$ cat src/rtl/alu_pkg.sv
// Shared definitions for the ALU request sequencer: function codes,
// controller states, flag bit positions and the shift-op classifier.
package alu_pkg;

  // ALU function codes; bit 4 selects 32-bit mode, bits 3:0 the operation.
  localparam logic [4:0] FS_PASSA16 = 5'b00000;
  localparam logic [4:0] FS_PASSB16 = 5'b00001;
  localparam logic [4:0] FS_ADD16   = 5'b00100;
  localparam logic [4:0] FS_SUB16   = 5'b00101;
  localparam logic [4:0] FS_LSL16   = 5'b01011;
  localparam logic [4:0] FS_LSR16   = 5'b01100;
  localparam logic [4:0] FS_ASR16   = 5'b01101;
  localparam logic [4:0] FS_CSL16   = 5'b01110;
  localparam logic [4:0] FS_CSR16   = 5'b01111;
  localparam logic [4:0] FS_PASSA32 = 5'b10000;
  localparam logic [4:0] FS_ADD32   = 5'b10100;
  localparam logic [4:0] FS_SUB32   = 5'b10101;
  localparam logic [4:0] FS_LSL32   = 5'b11011;
  localparam logic [4:0] FS_LSR32   = 5'b11100;
  localparam logic [4:0] FS_ASR32   = 5'b11101;
  localparam logic [4:0] FS_CSL32   = 5'b11110;
  localparam logic [4:0] FS_CSR32   = 5'b11111;

  // Lowest operation code that is a single-bit shift or rotate.
  localparam logic [3:0] SHIFT_BASE = 4'b1011;

  // Positions of the flags inside a {Z,C,N,O} nibble.
  localparam int FLAG_Z = 3;
  localparam int FLAG_C = 2;
  localparam int FLAG_N = 1;
  localparam int FLAG_O = 0;

  // Controller states.
  typedef enum logic [1:0] {
    IDLE = 2'd0,
    EXEC = 2'd1,
    RESP = 2'd2
  } state_t;

  // True for the shift/rotate codes that the sequencer repeats N times.
  function automatic logic is_shift(input logic [4:0] fs);
    return (fs[3:0] >= SHIFT_BASE);
  endfunction

endpackage

$ cat src/rtl/alu_sequencer.sv
// Request-side controller for the combinational ALU. Accepts one operation,
// replays single-bit shifts/rotates for the requested number of passes,
// returns the final result and owns the architectural {Z,C,N,O} register.
module alu_sequencer
  import alu_pkg::*;
#(
  parameter int WIDTH = 32,
  parameter int CNT_W = 5
) (
  input  logic             Clock,
  input  logic             Reset,
  input  logic             ReqValid,
  output logic             ReqReady,
  input  logic [4:0]       ReqFunSel,
  input  logic [WIDTH-1:0] ReqA,
  input  logic [WIDTH-1:0] ReqB,
  input  logic [CNT_W-1:0] ReqCount,
  input  logic             ReqWF,
  output logic             RspValid,
  input  logic             RspReady,
  output logic [WIDTH-1:0] RspData,
  output logic [3:0]       RspFlags,
  output logic [4:0]       FunSel,
  output logic [WIDTH-1:0] A,
  output logic [WIDTH-1:0] B,
  output logic             WF,
  input  logic [WIDTH-1:0] ALUOut,
  input  logic [3:0]       FlagsOut,
  output logic [3:0]       Flags,
  output logic             Busy
);

  state_t           state_q,     state_d;
  logic [4:0]       op_q,        op_d;
  logic [WIDTH-1:0] acc_q,       acc_d;
  logic [WIDTH-1:0] b_q,         b_d;
  logic [CNT_W-1:0] remain_q,    remain_d;
  logic             wf_q,        wf_d;
  logic [WIDTH-1:0] rsp_data_q,  rsp_data_d;
  logic [3:0]       rsp_flags_q, rsp_flags_d;
  logic [3:0]       flags_q,     flags_d;

  logic op_is_shift;
  logic more_passes;

  assign op_is_shift = is_shift(op_q);
  assign more_passes = op_is_shift && (remain_q > CNT_W'(1));

  // Next-state, datapath updates and ALU drive; everything defaults to hold/zero.
  always_comb begin
    state_d     = state_q;
    op_d        = op_q;
    acc_d       = acc_q;
    b_d         = b_q;
    remain_d    = remain_q;
    wf_d        = wf_q;
    rsp_data_d  = rsp_data_q;
    rsp_flags_d = rsp_flags_q;
    flags_d     = flags_q;
    ReqReady    = 1'b0;
    RspValid    = 1'b0;
    FunSel      = 5'b00000;
    A           = '0;
    B           = '0;
    WF          = 1'b0;

    case (state_q)
      IDLE: begin
        ReqReady = 1'b1;
        if (ReqValid) begin
          op_d     = ReqFunSel;
          acc_d    = ReqA;
          b_d      = ReqB;
          remain_d = ReqCount;
          wf_d     = ReqWF;
          state_d  = EXEC;
        end
      end

      EXEC: begin
        A = acc_q;
        B = b_q;
        // A zero-count shift degenerates to pass-through A in the same width mode.
        if (op_is_shift && (remain_q == '0)) begin
          FunSel = {op_q[4], 4'b0000};
        end else begin
          FunSel = op_q;
        end

        if (more_passes) begin
          acc_d    = ALUOut;
          remain_d = remain_q - CNT_W'(1);
        end else begin
          WF          = 1'b1;
          rsp_data_d  = ALUOut;
          rsp_flags_d = FlagsOut;
          if (wf_q) begin
            flags_d = FlagsOut;
          end
          state_d = RESP;
        end
      end

      RESP: begin
        RspValid = 1'b1;
        if (RspReady) begin
          state_d = IDLE;
        end
      end

      default: begin
        state_d = IDLE;
      end
    endcase
  end

  // State and datapath registers; reset abandons any operation in flight.
  always_ff @(posedge Clock or negedge Reset) begin
    if (!Reset) begin
      state_q     <= IDLE;
      op_q        <= 5'b00000;
      acc_q       <= '0;
      b_q         <= '0;
      remain_q    <= '0;
      wf_q        <= 1'b0;
      rsp_data_q  <= '0;
      rsp_flags_q <= 4'b0000;
      flags_q     <= 4'b0000;
    end else begin
      state_q     <= state_d;
      op_q        <= op_d;
      acc_q       <= acc_d;
      b_q         <= b_d;
      remain_q    <= remain_d;
      wf_q        <= wf_d;
      rsp_data_q  <= rsp_data_d;
      rsp_flags_q <= rsp_flags_d;
      flags_q     <= flags_d;
    end
  end

  assign RspData  = rsp_data_q;
  assign RspFlags = rsp_flags_q;
  assign Flags    = flags_q;
  assign Busy     = (state_q != IDLE);

endmodule

$ cat config.mk
export PLATFORM = sky130hd
export DESIGN_NAME = alu_sequencer
export DESIGN_NICKNAME = d
export VERILOG_FILES = /design/src/rtl/alu_pkg.sv /design/src/rtl/alu_sequencer.sv
export SDC_FILE = /design/constraint.sdc
export NUM_CORES = 1
export LEC_CHECK = 0
export ABC_AREA = 1
export CAP_MARGIN = 15
export CORE_ASPECT_RATIO = 0.7
export CORE_MARGIN = 5
export CORE_UTILIZATION = 44
export DETAILED_ROUTE_END_ITERATION = 6
export HOLD_SLACK_MARGIN = 0.12
export PLACE_DENSITY_LB_ADDON = 0.08
export SYNTH_ARGS = -nofsm -noshare
export SYNTH_HDL_FRONTEND = slang
export SYNTH_SLANG_ARGS = --single-unit
$ cat constraint.sdc
create_clock -name Clock -period 2.1 [get_ports Clock]
set_input_delay 0.525 -clock Clock [delete_from_list [all_inputs] [get_ports Clock]]
set_output_delay 0.525 -clock Clock [all_outputs]
set_load 0.005 [all_outputs]
==> metrics list <==
* Result of the run: complete, but fails checks
- The checks that failed: setup timing.
* Floorplan die area: around 15000 um^2
* Proportion of synthesized chip area in sequential cells: 52.3%
* Arrival time at the worst endpoint: approximately 1.6 ns
- Number of buffers added on ports: 227
* Number of global-route vias before repair: between 5000 and 6000
* Fraction of final layout cells sized beyond drive strength 1: between 10% and 20%
* Launch point of the worst reg-to-reg path: remain_q[1]
- Summed over all layers, the global routing overflow is 0.
- Clock-pin slew was measured on the worst setup and hold paths at approximately 0.050 ns.
- In this run the remaining antenna-violating nets after routing total 0.
* Total number of placement rows: 34
* CTS buffer count: 17
- TritonCTS built the clock tree.
* Critical Path Source Type: flop
- In this run the static leakage power is between 4 and 5 nW.
- Number of warnings reported in the yosys synthesis log: 0
- Setup slack on the critical path of the routed design comes to -0.0502 ns.
- The routed design could run at a clock period as short as roughly 2.2 ns.
- 0 antenna diodes ended up in the layout.
- Core Region: between 10000 and 15000 um^2
- The cell area that synthesis handed to floorplanning was 5600 um^2.
- Among all stages on the critical path, the largest delay is contributed by sky130_fd_sc_hd__dfrtp_1.
- Die height: roughly 100 um
- The final route contains about 5500 vias.
- Total I/O pin count: approximately 230
- Cell taking the most area after synthesis: sky130_fd_sc_hd__dfrtp_1
- After clock tree synthesis, the flow added hold-fix buffers numbering 0.
* Maximum fanout count along the critical path: 3
- After detailed routing, the average wire length per cell comes to roughly 15 um.
- Max Clock Skew: ~0.010 ns
* Number of DRC markers after the initial detailed-route iteration: 350
* Remaining routing DRC violations: 0
- Ratio of final minimum period to clock period: 102%
* Count of flip-flops with a built-in enable after synthesis: 0
- Met1 Track Usage GR: between 20% and 30%
* Final hold violation count: 0
- Worst supply voltage drop on vdd: between 900 and 1000 uV
- Biggest cell delay along the critical path: ~0.40 ns
* Flops & latches, synth: ~120
- Wirelength, routed: around 18000 um
* Layer with the highest usage after global routing: met2
* Largest net degree at the start of global routing: 70
* Overall die width: roughly 140 um
* Final-stage net count: between 1000 and 1500
* Net count after synthesis: 836
- Multi-input combinational cell area: between 2000 and 2500 um^2
- For this run, the share of the core covered by cells in the final layout is between 70% and 80%.
- Worst Reg-to-Reg Cells: 8
- Counting stages on the worst path, the most repeated cell is sky130_fd_sc_hd__buf_6.
- In the global route stage, overall resource usage came out at a little under a quarter.
* Global routing met2 resource utilization: 37.0%
- Setup repair after global routing could not meet its margin everywhere.
* Pwr Density: ~1600 nW/um^2
- STA puts the critical path data required time at roughly 1.6 ns.
- Post-layout total power: around 14 mW
* Fraction of synthesized cell area taken by the top area cell type: 52.3%
- Syn avg cell area: ~7.8 um^2
* Area grow syn2layout: 60.7%
- Area contributors post-synth: sky130_fd_sc_hd__dfrtp_1 52%, sky130_fd_sc_hd__nand2_1 12%, sky130_fd_sc_hd__nor2_1 7.2%
- Final instance area: approximately 9000 um^2
- Clock tree buffer depth: 2
* Main synth FF type: sky130_fd_sc_hd__dfrtp_1
* Placement-stage cell area: roughly 8000 um^2
* Type of destination of the critical path: output port
- Fin. max-slew vios: 0
* Final-report setup violation count: 1
- Maxcap violations: 0
* Worst r2r dst: RspData[6]
* Hold Worst Slack: around 0.12 ns
- Global routing consumed, on the met3 layer, 6.25% of the routing resources.
- Reg area: between 2000 and 3000 um^2
- The number of antenna violations at the first check in global routing came to 0.
- For flop-to-flop paths, the worst setup slack is ~0.16 ns.
- Clock latency on the worst-skew pair, taken at its later pin, is a little over 0.4 ns.
- Largest delay share family, worst path: flip-flops
- The first detailed-routing pass took 5 iterations.
- CP Cell Sequence: inv_2 -> ha_4 -> nand3_4 -> nor2b_4 -> buf_6 -> buf_6 -> nor2_2 -> buf_2
- Distinct cell type count of the synthesized netlist: 25
- Placed wire-length estimate after detailed placement: roughly 12000 um
- Clock Tree Root: sky130_fd_sc_hd__clkbuf_16
- Gate count of the mapped netlist: 719
- Sum of buffers and inverters on the critical path: 4
- The filler cells instantiated in the layout total roughly 900.
- The clock tree synthesis step divided the H-tree into 4 levels.
- Dividing the detail-routed via count by the number of cells gives roughly 4.8.
* Wire length of the first global-routing pass: around 27000 um
- Once the floorplan was initialized, standard cells occupied approximately 45% of the core.
- Class of the most critical hold timing path: in2async
* Crit path kind: reg2out
* Transition time at the pin with the least slew margin: ~0.67 ns
- After synthesis, the share of flip-flops with an asynchronous set or reset is 100%.
- Measured against its own limit, the worst slew margin works out to between 50% and 60%.
- CTS sink count: ~120
* Placer congestion estimate: around 0.83
* Peak clock frequency supported by timing: approximately 470 MHz
==> cell families (layout without fill, tap and decap cells) <==
logic type               count (synthesis)  after routing  share of synthesized area [%]
flip-flops                             117            117                           52.3
AND/OR/NAND/NOR                        340            340                           24.7
multiplexers                             3              3                          0.604
buffers and inverters                  152            413                           12.3
adder cells (fa/ha/maj)                  2              2                          0.447
AO/OA/AOI/OAI                          105            105                           9.68
==> cell usage after synthesis (2+ instances only) <==
cell type,number
sky130_fd_sc_hd__a21oi_1,35
sky130_fd_sc_hd__buf_2,27
sky130_fd_sc_hd__buf_4,4
sky130_fd_sc_hd__buf_6,9
sky130_fd_sc_hd__clkbuf_1,3
sky130_fd_sc_hd__dfrtp_1,117
sky130_fd_sc_hd__ha_1,2
sky130_fd_sc_hd__inv_1,106
sky130_fd_sc_hd__inv_2,3
sky130_fd_sc_hd__mux2_1,3
sky130_fd_sc_hd__nand2_1,177
sky130_fd_sc_hd__nand2_2,2
sky130_fd_sc_hd__nand2_4,3
sky130_fd_sc_hd__nand3_1,41
sky130_fd_sc_hd__nand4_1,4
sky130_fd_sc_hd__nor2_1,107
sky130_fd_sc_hd__nor2_2,2
sky130_fd_sc_hd__nor3_1,2
sky130_fd_sc_hd__o21ai_0,39
sky130_fd_sc_hd__o21ai_1,28
==> metrics by stage <==
stage / std cells / TNS [ns] / setup WS, ns
floorplan: 719 / 0 / 0.386
global placement: 1086 / 0 / 0.00195
detailed placement: 1086 / -0.204 / -0.0703
CTS: 1131 / -0.473 / -0.0573
global route: 1142 / -0.322 / -0.112
finish: 1142 / -0.0502 / -0.0502
==> sequential cells by signal (all words and copies together) (netlist names) <==
| signal | count |
|---|---|
| op_q | 5 |
| RspData | 32 |
| wf_q | 1 |
| RspFlags | 4 |
| remain_q | 5 |
| b_q | 32 |
| state_q | 2 |
| Flags | 4 |
| acc_q | 32 |
==> layout make-up <==
cell class	instances	area share (%)
multi-input combinational	450	23.8
sequential	117	32.6
tap	162	2.25
timing repair buffer	272	29.3
clock inverter	11	2.20
inverter	109	4.60
clock buffer	21	5.23
==> power by group <==
part	internal (mW)	switching, mW	leakage [nW]
Clock	2.21	1.04	0.323
Sequential	3.38	0.586	1.39
Combinational	3.21	3.53	2.94
Total	8.79	5.16	4.65
==> worst max path at each step <==
stage	slack [ns]	from	cells after the start	end
floorplan	0.39	remain_q[0]	7	WF
global placement	0.002	remain_q[0]	6	FunSel[3]
detailed placement	-0.07	remain_q[0]	6	FunSel[3]
CTS	-0.06	remain_q[0]	7	FunSel[3]
global route	-0.11	remain_q[0]	8	FunSel[1]
finish	-0.05	remain_q[0]	8	FunSel[1]
==> worst reg2reg max path: cells and delay by family, from the launching register on <==
family                     cells  cell delay (ns)
buffers and inverters          2             0.58
AOI/OAI and AO/OA              2             0.44
DFF                            1             0.38
and+or+nand+nor                3             0.20
adders and majority gates      1             0.19
==> cell usage in the layout, fill, tap and decap left out, drive strengths merged <==
cell type      Yosys  routed
a21oi             36      36
buf               40      66
bufbuf             0       1
bufinv             0       5
clkbuf             3      28
clkdlybuf4s15      0      23
clkdlybuf4s50      0     153
clkinv             0       5
clkinvlp           0       1
dfrtp            117     117
dlygate4sd2        0      21
dlymetal6s2s       0       1
ha                 2       2
inv              109     109
mux2               3       3
nand2            182     182
nand3             42      42
nand4              4       4
nor2             109     109
nor2b              1       1
nor3               2       2
o21ai             67      67
o21bai             1       1
o31ai              1       1
==> routing by layer <==
layer | vias to the layer above | wire, um
met5 | - | 0
met4 | 0 | 306
met3 | 26 | 1480
met2 | 224 | 8530
met1 | 2535 | 7300
li1 | 2697 | -
==> timing repair <==
action,4_1_cts,5_1_grt
setup endpoints to repair,72,54
pin swaps,3,3
buffers inserted,11,10
cloned,2,3
resized for setup,189,61
Power figures use the tool's default switching activity.
